**src/rtl/dffrsnq_seq_pkg.sv**
```systemverilog
// Shared types and default timing constants for the dffrsnq set/reset sequencer.
package dffrsnq_seq_pkg;

  typedef enum logic [1:0] {
    ST_IDLE    = 2'd0,
    ST_ASSERT  = 2'd1,
    ST_RECOVER = 2'd2
  } state_e;

  typedef enum logic [1:0] {
    OP_NONE = 2'd0,
    OP_SET  = 2'd1,
    OP_CLR  = 2'd2
  } op_e;

  localparam int unsigned DEF_PULSE_CYC = 2;
  localparam int unsigned DEF_RECOV_CYC = 2;
  localparam int unsigned DEF_CNT_W     = 4;

endpackage

```
**src/rtl/dffrsnq_seq_timer.sv**
```systemverilog
// Loadable down-counter with zero flag; stops at zero rather than wrapping.
module dffrsnq_seq_timer #(
  parameter int unsigned CNT_W = 4
) (
  input  logic             clk_i,
  input  logic             rst_i,
  input  logic             load_i,
  input  logic [CNT_W-1:0] load_val_i,
  input  logic             dec_i,
  output logic             zero_o
);

  logic [CNT_W-1:0] cnt_q;
  logic [CNT_W-1:0] cnt_d;

  // Load has priority over decrement; decrement saturates at zero.
  always_comb begin
    cnt_d = cnt_q;
    if (load_i) begin
      cnt_d = load_val_i;
    end else if (dec_i && (cnt_q != '0)) begin
      cnt_d = cnt_q - 1'b1;
    end
  end

  // Counter register with synchronous reset to zero.
  always_ff @(posedge clk_i) begin
    if (rst_i) begin
      cnt_q <= '0;
    end else begin
      cnt_q <= cnt_d;
    end
  end

  assign zero_o = (cnt_q == '0);

endmodule

```
**src/rtl/dffrsnq_async_ctrl_seq.sv**
```systemverilog
// Sequencer driving SETN/RN of an async set/reset flop bank: registered
// active-low pulses of PULSE_CYC cycles, then a RECOV_CYC recovery window
// before CLK_EN returns high. SETN and RN are never low together.
// Optional macro DFFRSNQ_SEQ_QUEUE_EN adds a one-deep pending-request slot;
// without it any strobe while busy is dropped.
module dffrsnq_async_ctrl_seq
  import dffrsnq_seq_pkg::*;
#(
  parameter int unsigned PULSE_CYC = DEF_PULSE_CYC,
  parameter int unsigned RECOV_CYC = DEF_RECOV_CYC,
  parameter int unsigned CNT_W     = DEF_CNT_W
) (
  input  logic CLK,
  input  logic RST,
  input  logic SET_REQ,
  input  logic CLR_REQ,
  output logic SETN,
  output logic RN,
  output logic CLK_EN,
  output logic BUSY,
  output logic REQ_ACK,
  output logic DONE,
  output logic DROP
);

  localparam logic [CNT_W-1:0] PULSE_LD = CNT_W'(PULSE_CYC - 1);
  localparam logic [CNT_W-1:0] RECOV_LD = CNT_W'(RECOV_CYC - 1);

  state_e           state_q, state_d;
  op_e              op_q, op_d;
`ifdef DFFRSNQ_SEQ_QUEUE_EN
  op_e              pend_q, pend_d;
`endif

  logic             setn_q, setn_d;
  logic             rn_q, rn_d;
  logic             clk_en_q, clk_en_d;
  logic             busy_q, busy_d;
  logic             ack_q, ack_d;
  logic             done_q, done_d;
  logic             drop_q, drop_d;

  logic             tmr_load;
  logic [CNT_W-1:0] tmr_val;
  logic             tmr_dec;
  logic             tmr_zero;

  dffrsnq_seq_timer #(
    .CNT_W(CNT_W)
  ) u_timer (
    .clk_i     (CLK),
    .rst_i     (RST),
    .load_i    (tmr_load),
    .load_val_i(tmr_val),
    .dec_i     (tmr_dec),
    .zero_o    (tmr_zero)
  );

  // Next-state, timer control and next registered output values.
  always_comb begin
    state_d  = state_q;
    op_d     = op_q;
    tmr_load = 1'b0;
    tmr_val  = '0;
    tmr_dec  = 1'b0;
    ack_d    = 1'b0;
    done_d   = 1'b0;
    drop_d   = 1'b0;
`ifdef DFFRSNQ_SEQ_QUEUE_EN
    pend_d   = pend_q;
`endif

    unique case (state_q)
      ST_IDLE: begin
        if (CLR_REQ || SET_REQ) begin
          state_d  = ST_ASSERT;
          op_d     = CLR_REQ ? OP_CLR : OP_SET;
          tmr_load = 1'b1;
          tmr_val  = PULSE_LD;
          ack_d    = 1'b1;
          drop_d   = CLR_REQ && SET_REQ;
        end
      end
      ST_ASSERT: begin
        if (tmr_zero) begin
          state_d  = ST_RECOVER;
          tmr_load = 1'b1;
          tmr_val  = RECOV_LD;
        end else begin
          tmr_dec = 1'b1;
        end
      end
      ST_RECOVER: begin
        if (tmr_zero) begin
          done_d = 1'b1;
`ifdef DFFRSNQ_SEQ_QUEUE_EN
          if (pend_q != OP_NONE) begin
            state_d  = ST_ASSERT;
            op_d     = pend_q;
            pend_d   = OP_NONE;
            tmr_load = 1'b1;
            tmr_val  = PULSE_LD;
          end else begin
            state_d = ST_IDLE;
            op_d    = OP_NONE;
          end
`else
          state_d = ST_IDLE;
          op_d    = OP_NONE;
`endif
        end else begin
          tmr_dec = 1'b1;
        end
      end
      default: begin
        state_d = ST_IDLE;
        op_d    = OP_NONE;
      end
    endcase

    // Strobes arriving while busy; the slot check uses pend_d so a slot
    // emptied by a launch on this same edge can take the new request.
    if ((state_q != ST_IDLE) && (CLR_REQ || SET_REQ)) begin
`ifdef DFFRSNQ_SEQ_QUEUE_EN
      if (pend_d == OP_NONE) begin
        pend_d = CLR_REQ ? OP_CLR : OP_SET;
        ack_d  = 1'b1;
        drop_d = CLR_REQ && SET_REQ;
      end else if (CLR_REQ && (pend_d == OP_SET)) begin
        pend_d = OP_CLR;
        drop_d = 1'b1;
      end else begin
        drop_d = 1'b1;
      end
`else
      drop_d = 1'b1;
`endif
    end

    setn_d   = !((state_d == ST_ASSERT) && (op_d == OP_SET));
    rn_d     = !((state_d == ST_ASSERT) && (op_d == OP_CLR));
    clk_en_d = (state_d == ST_IDLE);
    busy_d   = (state_d != ST_IDLE);
  end

  // State and output registers; reset releases both pins at once.
  always_ff @(posedge CLK) begin
    if (RST) begin
      state_q  <= ST_IDLE;
      op_q     <= OP_NONE;
      setn_q   <= 1'b1;
      rn_q     <= 1'b1;
      clk_en_q <= 1'b1;
      busy_q   <= 1'b0;
      ack_q    <= 1'b0;
      done_q   <= 1'b0;
      drop_q   <= 1'b0;
    end else begin
      state_q  <= state_d;
      op_q     <= op_d;
      setn_q   <= setn_d;
      rn_q     <= rn_d;
      clk_en_q <= clk_en_d;
      busy_q   <= busy_d;
      ack_q    <= ack_d;
      done_q   <= done_d;
      drop_q   <= drop_d;
    end
  end

`ifdef DFFRSNQ_SEQ_QUEUE_EN
  // Pending-request slot register.
  always_ff @(posedge CLK) begin
    if (RST) begin
      pend_q <= OP_NONE;
    end else begin
      pend_q <= pend_d;
    end
  end
`endif

  assign SETN    = setn_q;
  assign RN      = rn_q;
  assign CLK_EN  = clk_en_q;
  assign BUSY    = busy_q;
  assign REQ_ACK = ack_q;
  assign DONE    = done_q;
  assign DROP    = drop_q;

endmodule

```
**config.mk**
```make
export PLATFORM = sky130hd
export DESIGN_NAME = dffrsnq_async_ctrl_seq
export DESIGN_NICKNAME = d
export VERILOG_FILES = /design/src/rtl/dffrsnq_seq_pkg.sv /design/src/rtl/dffrsnq_seq_timer.sv /design/src/rtl/dffrsnq_async_ctrl_seq.sv
export SDC_FILE = /design/constraint.sdc
export NUM_CORES = 1
export LEC_CHECK = 0
export CAP_MARGIN = 40
export CORE_MARGIN = 2
export CORE_UTILIZATION = 35
export DETAILED_ROUTE_END_ITERATION = 10
export REMOVE_ABC_BUFFERS = 1
export SYNTH_ARGS = -nofsm -noshare
export SYNTH_HDL_FRONTEND = slang
export SYNTH_SLANG_ARGS = --single-unit
```
**constraint.sdc**
```tcl
create_clock -name CLK -period 4.54 [get_ports CLK]
set_clock_uncertainty 0.05 [all_clocks]
set_input_delay 0.908 -clock CLK [delete_from_list [all_inputs] [get_ports CLK]]
set_output_delay 0.908 -clock CLK [all_outputs]
set_load 0.01 [all_outputs]
```
==> results of run 1 <==
worst min-delay path by stage:
stage	cells past startpoint	from	slack, ns	endpoint
after detailed placement	2	op_q[1]	0.46	op_q[1]
final	2	op_q[1]	0.47	op_q[1]
after floorplan	1	u_timer.cnt_q[0]	0.41	u_timer.cnt_q[0]
after global placement	2	u_timer.cnt_q[3]	0.44	u_timer.cnt_q[3]
after CTS	2	op_q[1]	0.47	op_q[1]
after global routing	1	u_timer.cnt_q[0]	0.51	u_timer.cnt_q[0]
area by class of cell:
class                      count  area, um2  area share, %
clock buffer                   4       26.3           3.04
tap                           27       33.8           3.91
inverter                       6       22.5           2.60
multi-input combinational     56        382           44.1
timing repair buffer          10        100           11.6
sequential                    15        300           34.7
Yosys cell counts (2+ instances only):
library cell	instances
dfxtp_1	15
nor2_1	12
inv_1	6
ha_1	5
o21ai_0	5
a21oi_1	4
nor2b_1	3
a21boi_0	2
nand2_1	2
nor3_1	2
nor4b_1	2
o311ai_1	2
cell families after synthesis:
family / count (synthesis)
buffers and inverters: 8
AOI/OAI and AO/OA: 19
xor gates and xnor gates: 1
adders and majority gates: 5
DFF: 15
and+or+nand+nor: 31
metal layers:
layer / up-vias / wire (um) / global-route usage, %
li1: 301 / - / -
met1: 267 / 658 / 16.4
met2: 16 / 611 / 22.3
met3: 2 / 77 / 4.91
met4: 0 / 12 / 5.71
met5: - / 0 / 0
sequential cells by signal, indices dropped and copies added, names as in the netlist:
name	flops
DROP	1
DONE	1
REQ_ACK	1
CLK_EN	1
BUSY	1
u_timer.cnt_q	4
state_q	2
op_q	2
RN	1
SETN	1
critical path, cell delays in order:
cell             delay, ns
clkdlybuf4s50_1       0.49
nor2_1                0.27
o21ai_0               0.13
a21oi_1               0.31
o311ai_1              0.18
metrics by stage:
stage / power, uW / std cells / worst slack (ns) / utilization [%] / hold slack (ns)
final: 399 / 118 / 2.35 / 44.5 / 0.466
after global routing: 429 / 118 / 2.14 / 44.5 / 0.505
after CTS: 402 / 118 / 2.29 / 44.5 / 0.472
after detailed placement: 323 / 114 / 2.00 / 43.2 / 0.455
after global placement: 322 / 114 / 2.10 / 43.2 / 0.444
after floorplan: 270 / 77 / 2.74 / - / 0.407
where the power goes:
group | internal (uW) | total [uW] | switching (uW)
Combinational | 70.8 | 152 | 81.2
Clock | 34.1 | 77.3 | 43.2
Sequential | 155 | 169 | 14.1
==> qor.csv, run 1 <==
stage,metric,value,unit
outcome,status,"complete, no violations",
worst_setup_path,RR Endpoint,BUSY,
placement,Port Buffers,10,
cts,cts repair resizes,0,
routing,via count,586,
floorplanning,initial core utilization,37.0,%
routing,Wirelength per Cell,11.5,um
grt,antenna violations before repair,0,
routing,via/cell ratio,4.97,
routing,ANT nets after route,0,
cts,clk buf depth,2,
layout,"commonest non-fill, non-tap cell in the layout",dfxtp_1,
sta,final hold vios,0,
worst_setup_path,WP data arrival,2.29,ns
grt,GR Overflow Total,0,
layout,diodes inserted,0,
worst_setup_path,Worst setup SP type,primary input,
worst_setup_path,WS Path Type,in -> reg,
routing,First DRT Iteration DRCs,15,
yosys,post-synthesis adder-cell area fraction,8.70,%
layout,fin nets,101,
pwr,Max IR drop VDD,0.000170,V
layout,most frequent cells in the layout,"dfxtp_1 (15), nor2_1 (12), clkdlybuf4s50_1 (10)",
hold_path,HP Class,reg -> reg,
sta,Fmax,456,MHz
routing,DRC viols,0,
sta,Tcrit/Tclk final,48.3,%
grt,largest net degree at the start of global routing,11,
sta,Final Max Slew Viols,0,
yosys,share of the synthesized area in the top cell type,41.7,%
yosys,"Avg Cell Area, Syn",9.11,um2
yosys,post-synthesis mux area share,0,%
yosys,Cell variety after synth,31,
grt,GR Util All Layers,13.8,%
cts,# clock sinks,15,
cts,CTS tree,yes,
pwr,Pwr Density,461,nW/um2
sta,setup violators final,0,
floorplanning,core box area,1940,um2
floorplanning,Die Ht,49.3,um
grt,first-pass GRT wire length,2.56,mm
sta,relative slew slack,77.0,%
worst_setup_path,"Req. time, crit path",4.64,ns
sta,setup TNS,0,ns
yosys,synth top area cells,"dfxtp_1 (42%), ha_1 (8.7%), nor2_1 (6.3%)",
yosys,post-synthesis sequential element count,15,
layout,P&R area growth vs syn,20.2,%
routing,WL final,1.36,mm
worst_setup_path,Reg2Reg Launch Point,u_timer.cnt_q[0],
yosys,ys async rst share,0,%
placement,"Cell Area, Placed",838,um2
cts,root buf cell,clkbuf_4,
placement,Final Wtd Congestion,0.796,
yosys,dominant synthesized flop cell,dfxtp_1,
layout,share of layout cells above drive strength 1,6.59,%
pwr,Leak,0.000346,uW
worst_setup_path,Worst setup EP type,flop,
floorplanning,Die Area,2430,um2
worst_setup_path,depth of the most critical reg-to-reg path,6,
worst_setup_path,Critical Path End,RN,
yosys,largest area contributor in the netlist,dfxtp_1,
job,max cap viols,0,
cts,CTS Buf Count,3,
yosys,largest family of logic cells by synthesized area,simple AND/OR/NAND/NOR gates,
yosys,Post-Synth XOR/XNOR Area,1.22,%
sta,RSZ-0062 raised after global routing,false,
layout,final instance area,865,um2
yosys,Synth Area in Compound Gates,19.8,%
worst_setup_path,critical path peak fanout,6,
worst_setup_path,"setup slack, reg-to-reg",2.60,ns
routing,router iterations before antenna repair,4,
cts,hold_buf cts,0,
floorplanning,Ports,11,
sta,Slew @ Worst Pin,0.345,ns
sta,min Tclk post-route,2.19,ns
worst_setup_path,crit path from,RST,
yosys,"Seq/Total Area, Yosys",41.7,%
cts,Clock Pin Slew Worst Setup and Hold Paths,0.09,ns
yosys,simple-gate portion of the synthesized area,23.3,%
yosys,Post-synth EDFFs,0,
placement,hpwl dp,1.01,mm
yosys,Synth Warn #,0,
floorplanning,die width,49.3,um
floorplanning,num rows,16,
cts,CTS H-Tree Depth,1,
yosys,Post-Syn Instances,79,
cts,clock latency on the worst-skew pair,0.28,ns
layout,filler cell count,200,
grt,vias in the first global route,576,
cts,postcts setup bufs,0,
yosys,post-synthesis cell area,719,um2
Power figures use the tool's default switching activity.
==> inputs of run 2 (changes only) <==
==> constraint.sdc (replaced) <==
create_clock -name CLK -period 2.1 [get_ports CLK]
set_clock_uncertainty 0.05 [all_clocks]
set_input_delay 0.42 -clock CLK [delete_from_list [all_inputs] [get_ports CLK]]
set_output_delay 0.42 -clock CLK [all_outputs]
set_load 0.01 [all_outputs]
==> qor.csv, run 2 (synthesis results as in run 1) <==
stage,metric,value,unit,change
layout,diodes inserted,0,,unchanged
layout,Largest Register,u_timer.cnt_q,,unchanged
worst_setup_path,"Req. time, crit path",2.22,ns,was 4.64 ns
layout,share of layout cells above drive strength 1,8.60,%,was 6.59%
sta,RSZ-0062 raised after global routing,false,,unchanged
layout,fin nets,103,,was 101
cts,clock latency on the worst-skew pair,0.27,ns,was 0.28 ns
routing,DRC viols,0,,unchanged
layout,number of flip-flops in the largest register,4,,unchanged
layout,filler cell count,199,,was 200
layout,register area,300,um2,unchanged
grt,GR Overflow Total,0,,unchanged
grt,vias in the first global route,524,,was 576
floorplanning,initial core utilization,37.0,%,unchanged
layout,Finished Core Util,45.3,%,was 44.5%
placement,"Cell Area, Placed",853,um2,was 838 um2
layout,most frequent cells in the layout,"dfxtp_1 (15), nor2_1 (12), clkdlybuf4s50_1 (10)",,unchanged
routing,First DRT Iteration DRCs,11,,was 15
routing,router iterations before antenna repair,4,,unchanged
placement,Final Wtd Congestion,0.895,,was 0.796
pwr,Pwr Density,969,nW/um2,was 461 nW/um2
cts,CTS tree,yes,,unchanged
sta,Slew @ Worst Pin,0.341,ns,was 0.345 ns
layout,area of the multi-input gates,382,um2,unchanged
grt,first-pass GRT wire length,2.21,mm,was 2.56 mm
routing,via count,591,,was 586
cts,Clock Pin Slew Worst Setup and Hold Paths,0.08,ns,was 0.09 ns
sta,hold_ws,0.466,ns,about the same
sta,relative slew slack,77.2,%,was 77.0%
grt,largest net degree at the start of global routing,11,,unchanged
hold_path,HP Class,reg -> reg,,unchanged
worst_setup_path,WP data arrival,2.04,ns,was 2.29 ns
layout,"commonest non-fill, non-tap cell in the layout",dfxtp_1,,unchanged
pwr,Leak,0.000356,uW,was 0.000346 uW
cts,postcts setup bufs,0,,unchanged
sta,setup TNS,0,ns,unchanged
sta,Final Max Slew Viols,0,,unchanged
worst_setup_path,"setup slack, reg-to-reg",0.17,ns,was 2.60 ns
grt,antenna violations before repair,0,,unchanged
sta,setup violators final,0,,unchanged
worst_setup_path,Reg2Reg Launch Point,u_timer.cnt_q[0],,unchanged
layout,final instance area,880,um2,was 865 um2
cts,# clock sinks,15,,unchanged
routing,WL final,1.28,mm,was 1.36 mm
sta,Tcrit/Tclk final,91.8,%,
hold_path,hold path startpoint,u_timer.cnt_q[1],,was op_q[1]
floorplanning,Ports,11,,unchanged
sta,Fmax,519,MHz,
hold_path,Hold Crit Depth,2,,unchanged
floorplanning,Die Ht,49.3,um,unchanged
cts,CTS H-Tree Depth,1,,unchanged
cts,clk buf depth,2,,unchanged
job,max cap viols,0,,unchanged
cts,CTS Buf Count,3,,unchanged
cts,cts repair resizes,0,,unchanged
floorplanning,die width,49.3,um,unchanged
worst_setup_path,Worst setup EP type,flop,,unchanged
floorplanning,Die Area,2430,um2,unchanged
worst_setup_path,WS Path Type,reg -> reg,,was in -> reg
placement,Port Buffers,10,,unchanged
routing,Wirelength per Cell,10.7,um,was 11.5 um
cts,hold_buf cts,0,,unchanged
routing,via/cell ratio,4.93,,was 4.97
sta,min Tclk post-route,1.93,ns,
routing,ANT nets after route,0,,unchanged
cts,root buf cell,clkbuf_4,,unchanged
grt,GR Util All Layers,11.5,%,was 13.8%
worst_setup_path,critical path peak fanout,7,,was 6
hold_path,WHS Endpoint,u_timer.cnt_q[1],,was op_q[1]
floorplanning,num rows,16,,unchanged
worst_setup_path,depth of the most critical reg-to-reg path,6,,unchanged
floorplanning,core box area,1940,um2,unchanged
worst_setup_path,RR Endpoint,BUSY,,unchanged
layout,top flop regs,"u_timer.cnt_q: 4 flops, op_q: 2 flops, state_q: 2 flops",,unchanged
pwr,Max IR drop VDD,0.000393,V,was 0.000170 V
worst_setup_path,Worst setup SP type,flop,,was primary input
outcome,status,"complete, no violations",,unchanged
layout,P&R area growth vs syn,22.3,%,was 20.2%
sta,final hold vios,0,,unchanged
## run 2: cell count changes in the layout (fill, tap and decap cells not counted), sizes merged
cell / delta
buf: +2
## run 2: layout make-up
type / count / share of cell area [%]
inverters: 6 / 2.56
repair buffers: 12 / 13.1
flip-flops and latches: 15 / 34.1
clock buffers: 4 / 2.99
multi-input cells: 56 / 43.4
well taps: 27 / 3.84
## run 2: per-layer routing
metal  wire length (um)  vias up  track usage (%)  share of wire, %
met4                 14        0             4.29               1.1
met1                643      264             15.6                50
met2                540       21             17.6                42
met3                 81        2             2.76               6.3
met5                  0        -                0                 0
li1                   -      304                -                 -
## run 2: critical path, cell delays in order, from the launching register on
cell and delay, ns:
dfxtp_1 0.34, inv_1 0.07, ha_1 0.17, or3b_1 0.47
a21o_4 0.28, o221a_4 0.24, or2_1 0.20
## run 2: metrics by stage
stage	cells	power [uW]	setup WS [ns]
after floorplan	77	584	0.301
after global placement	116	698	0.168
after detailed placement	116	700	0.174
after CTS	120	856	0.164
after global routing	120	915	0.0708
final	120	852	0.173
## run 2: worst max path at each step
stage	to	startpoint	slack, ns	cells after the start
floorplan	BUSY	u_timer.cnt_q[0]	0.30	6
global placement	SETN	CLR_REQ	0.17	5
detailed placement	BUSY	u_timer.cnt_q[0]	0.17	6
CTS	BUSY	u_timer.cnt_q[0]	0.16	6
global route	BUSY	u_timer.cnt_q[0]	0.07	6
finish	BUSY	u_timer.cnt_q[0]	0.17	6
## run 2: power breakdown
group	switching, uW	internal [uW]	total (uW)
registers	28.7	335	364
clock network	82.4	73.5	156
logic	176	156	332
==> inputs of run 3 (changes only) <==
--- a/config.mk
+++ b/config.mk
@@ -9,6 +9,7 @@
 export CORE_MARGIN = 2
 export CORE_UTILIZATION = 35
 export DETAILED_ROUTE_END_ITERATION = 10
+export DONT_BUFFER_PORTS = 1
 export REMOVE_ABC_BUFFERS = 1
 export SYNTH_ARGS = -nofsm -noshare
 export SYNTH_HDL_FRONTEND = slang
==> qor.csv, run 3 (synthesis results as in run 1) <==
stage,metric,value,unit,change
worst_setup_path,Worst setup SP type,flop,,unchanged
cts,cts repair resizes,0,,unchanged
cts,hold_buf cts,0,,unchanged
routing,via count,561,,was 591
placement,Final Wtd Congestion,0.816,,was 0.895
pwr,Pwr Density,1040,nW/um2,was 969 nW/um2
worst_setup_path,Worst setup EP type,flop,,unchanged
sta,relative slew slack,75.2,%,was 77.2%
sta,final hold vios,0,,unchanged
placement,Placement Setup Slack,0.202,ns,was 0.174 ns
routing,ANT nets after route,0,,unchanged
sta,Fmax,518,MHz,was 519 MHz
routing,router iterations before antenna repair,4,,unchanged
cts,clk buf depth,2,,unchanged
sta,Final Max Slew Viols,0,,unchanged
worst_setup_path,CP max-delay cell,or3b_1,,unchanged
sta,RSZ-0062 raised after global routing,false,,unchanged
layout,share of layout cells above drive strength 1,8.54,%,was 8.60%
grt,vias in the first global route,498,,was 524
sta,Tcrit/Tclk final,91.9,%,was 91.8%
routing,WL final,1.32,mm,was 1.28 mm
layout,number of flip-flops in the largest register,4,,unchanged
layout,diodes inserted,0,,unchanged
layout,most frequent cells in the layout,"dfxtp_1 (15), nor2_1 (12), inv_1 (6)",,"was dfxtp_1 (15), nor2_1 (12), clkdlybuf4s50_1 (10)"
cts,# clock sinks,15,,unchanged
job,max cap viols,0,,unchanged
grt,largest net degree at the start of global routing,9,,was 11
cts,CTS Buf Count,3,,unchanged
pwr,Final Power,802,uW,was 852 uW
worst_setup_path,WP data arrival,2.05,ns,was 2.04 ns
routing,DRC viols,0,,unchanged
sta,Final WS setup,0.169,ns,was 0.173 ns
layout,fin nets,92,,was 103
layout,Post-Layout Cell Count,109,,was 120
cts,CTS tree,yes,,unchanged
sta,min Tclk post-route,1.93,ns,about the same
layout,P&R area growth vs syn,7.30,%,was 22.3%
pwr,Leak,0.000312,uW,was 0.000356 uW
floorplanning,Ports,11,,unchanged
worst_setup_path,crit-path max cell delay,0.47,ns,about the same
placement,hpwl dp,1.05,mm,
layout,"commonest non-fill, non-tap cell in the layout",dfxtp_1,,unchanged
floorplanning,Die Ht,49.3,um,unchanged
worst_setup_path,WS Path Type,reg -> reg,,unchanged
cts,CTS H-Tree Depth,1,,unchanged
worst_setup_path,critical path peak fanout,7,,unchanged
cts,root buf cell,clkbuf_4,,unchanged
placement,Port Buffers,0,,was 10
routing,First DRT Iteration DRCs,19,,was 11
placement,Inst Count DP,105,,was 116
floorplanning,initial core utilization,37.0,%,unchanged
cts,postcts setup bufs,0,,unchanged
grt,GR Overflow Total,0,,unchanged
worst_setup_path,worst-path cell chain,"inv_1, ha_1, or3b_1, a21o_4, o221a_4, or2_1",,unchanged
sta,setup TNS,0,ns,unchanged
layout,top flop regs,"u_timer.cnt_q: 4 flops, op_q: 2 flops, state_q: 2 flops",,unchanged
outcome,status,"complete, no violations",,unchanged
grt,GR Util All Layers,12.4,%,was 11.5%
pwr,Max IR drop VDD,0.000482,V,was 0.000393 V
hold_path,HP Class,in -> reg,,was reg -> reg
floorplanning,Die Area,2430,um2,unchanged
layout,Finished Core Util,39.8,%,was 45.3%
worst_setup_path,"Req. time, crit path",2.22,ns,about the same
sta,setup violators final,0,,unchanged
floorplanning,num rows,16,,unchanged
cts,clock latency on the worst-skew pair,0.28,ns,was 0.27 ns
layout,Largest Register,u_timer.cnt_q,,unchanged
floorplanning,die width,49.3,um,unchanged
grt,antenna violations before repair,0,,unchanged
routing,via/cell ratio,5.15,,was 4.93
cts,Clock Pin Slew Worst Setup and Hold Paths,0.08,ns,about the same
floorplanning,core box area,1940,um2,unchanged
sta,Slew @ Worst Pin,0.372,ns,was 0.341 ns
grt,first-pass GRT wire length,2.27,mm,was 2.21 mm
routing,Wirelength per Cell,12.1,um,was 10.7 um
==> run 3: cell count changes in the layout (fill, tap and decap cells not counted), sizes merged <==
| cell | previous run | this run |
|---|---|---|
| buf | 2 | 1 |
| clkdlybuf4s50 | 10 | 0 |
==> run 3: area by class of cell <==
class	count	area, um2
fill	212	1170
timing repair buffer	1	7.51
inverter	6	22.5
clock buffer	4	26.3
sequential	15	300
tap	27	33.8
multi-input combinational	56	382
==> run 3: power breakdown <==
part           switching (uW)  leakage (uW)  internal [uW]
Clock                    83.9     0.0000150           73.6
Combinational             151      0.000173            111
Sequential               46.2      0.000123            336
Total                     281      0.000312            521
==> run 3: layer usage <==
| layer | part of all wire (%) | global-route usage, % | vias up |
|---|---|---|---|
| met5 | 0 | 0 | - |
| met4 | 0.76 | 5.71 | 0 |
| met3 | 6.3 | 4.91 | 2 |
| met2 | 40 | 16.0 | 15 |
| met1 | 53 | 17.6 | 257 |
| li1 | - | - | 287 |
==> run 3: path summary, 6_finish.rpt <==
| kind | startpoint | to | slack, ns | cells past startpoint |
|---|---|---|---|---|
| max | u_timer.cnt_q[0] | BUSY | 0.17 | 6 |
| min | RST | u_timer.cnt_q[0] | 0.15 | 1 |
| max reg2reg | u_timer.cnt_q[0] | BUSY | 0.17 | 6 |
| min reg2reg | u_timer.cnt_q[0] | u_timer.cnt_q[0] | 0.46 | 1 |
==> run 3: worst max-delay path, delay by kind of cell (launching register included) <==
| family | cells | cell delay (ns) |
|---|---|---|
| DFF | 1 | 0.34 |
| and+or+nand+nor | 2 | 0.67 |
| buffers and inverters | 1 | 0.06 |
| AOI/OAI and AO/OA | 2 | 0.52 |
| adders and majority gates | 1 | 0.18 |
==> run 3: metrics by stage <==
| step | area [um2] | hold slack [ns] |
|---|---|---|
| 2_1_floorplan | 704 | 0.407 |
| 3_3_place_gp | 746 | 0.427 |
| 3_5_place_dp | 746 | 0.438 |
| 4_1_cts | 772 | 0.141 |
| 5_1_grt | 772 | 0.132 |
| 6_report | 772 | 0.150 |
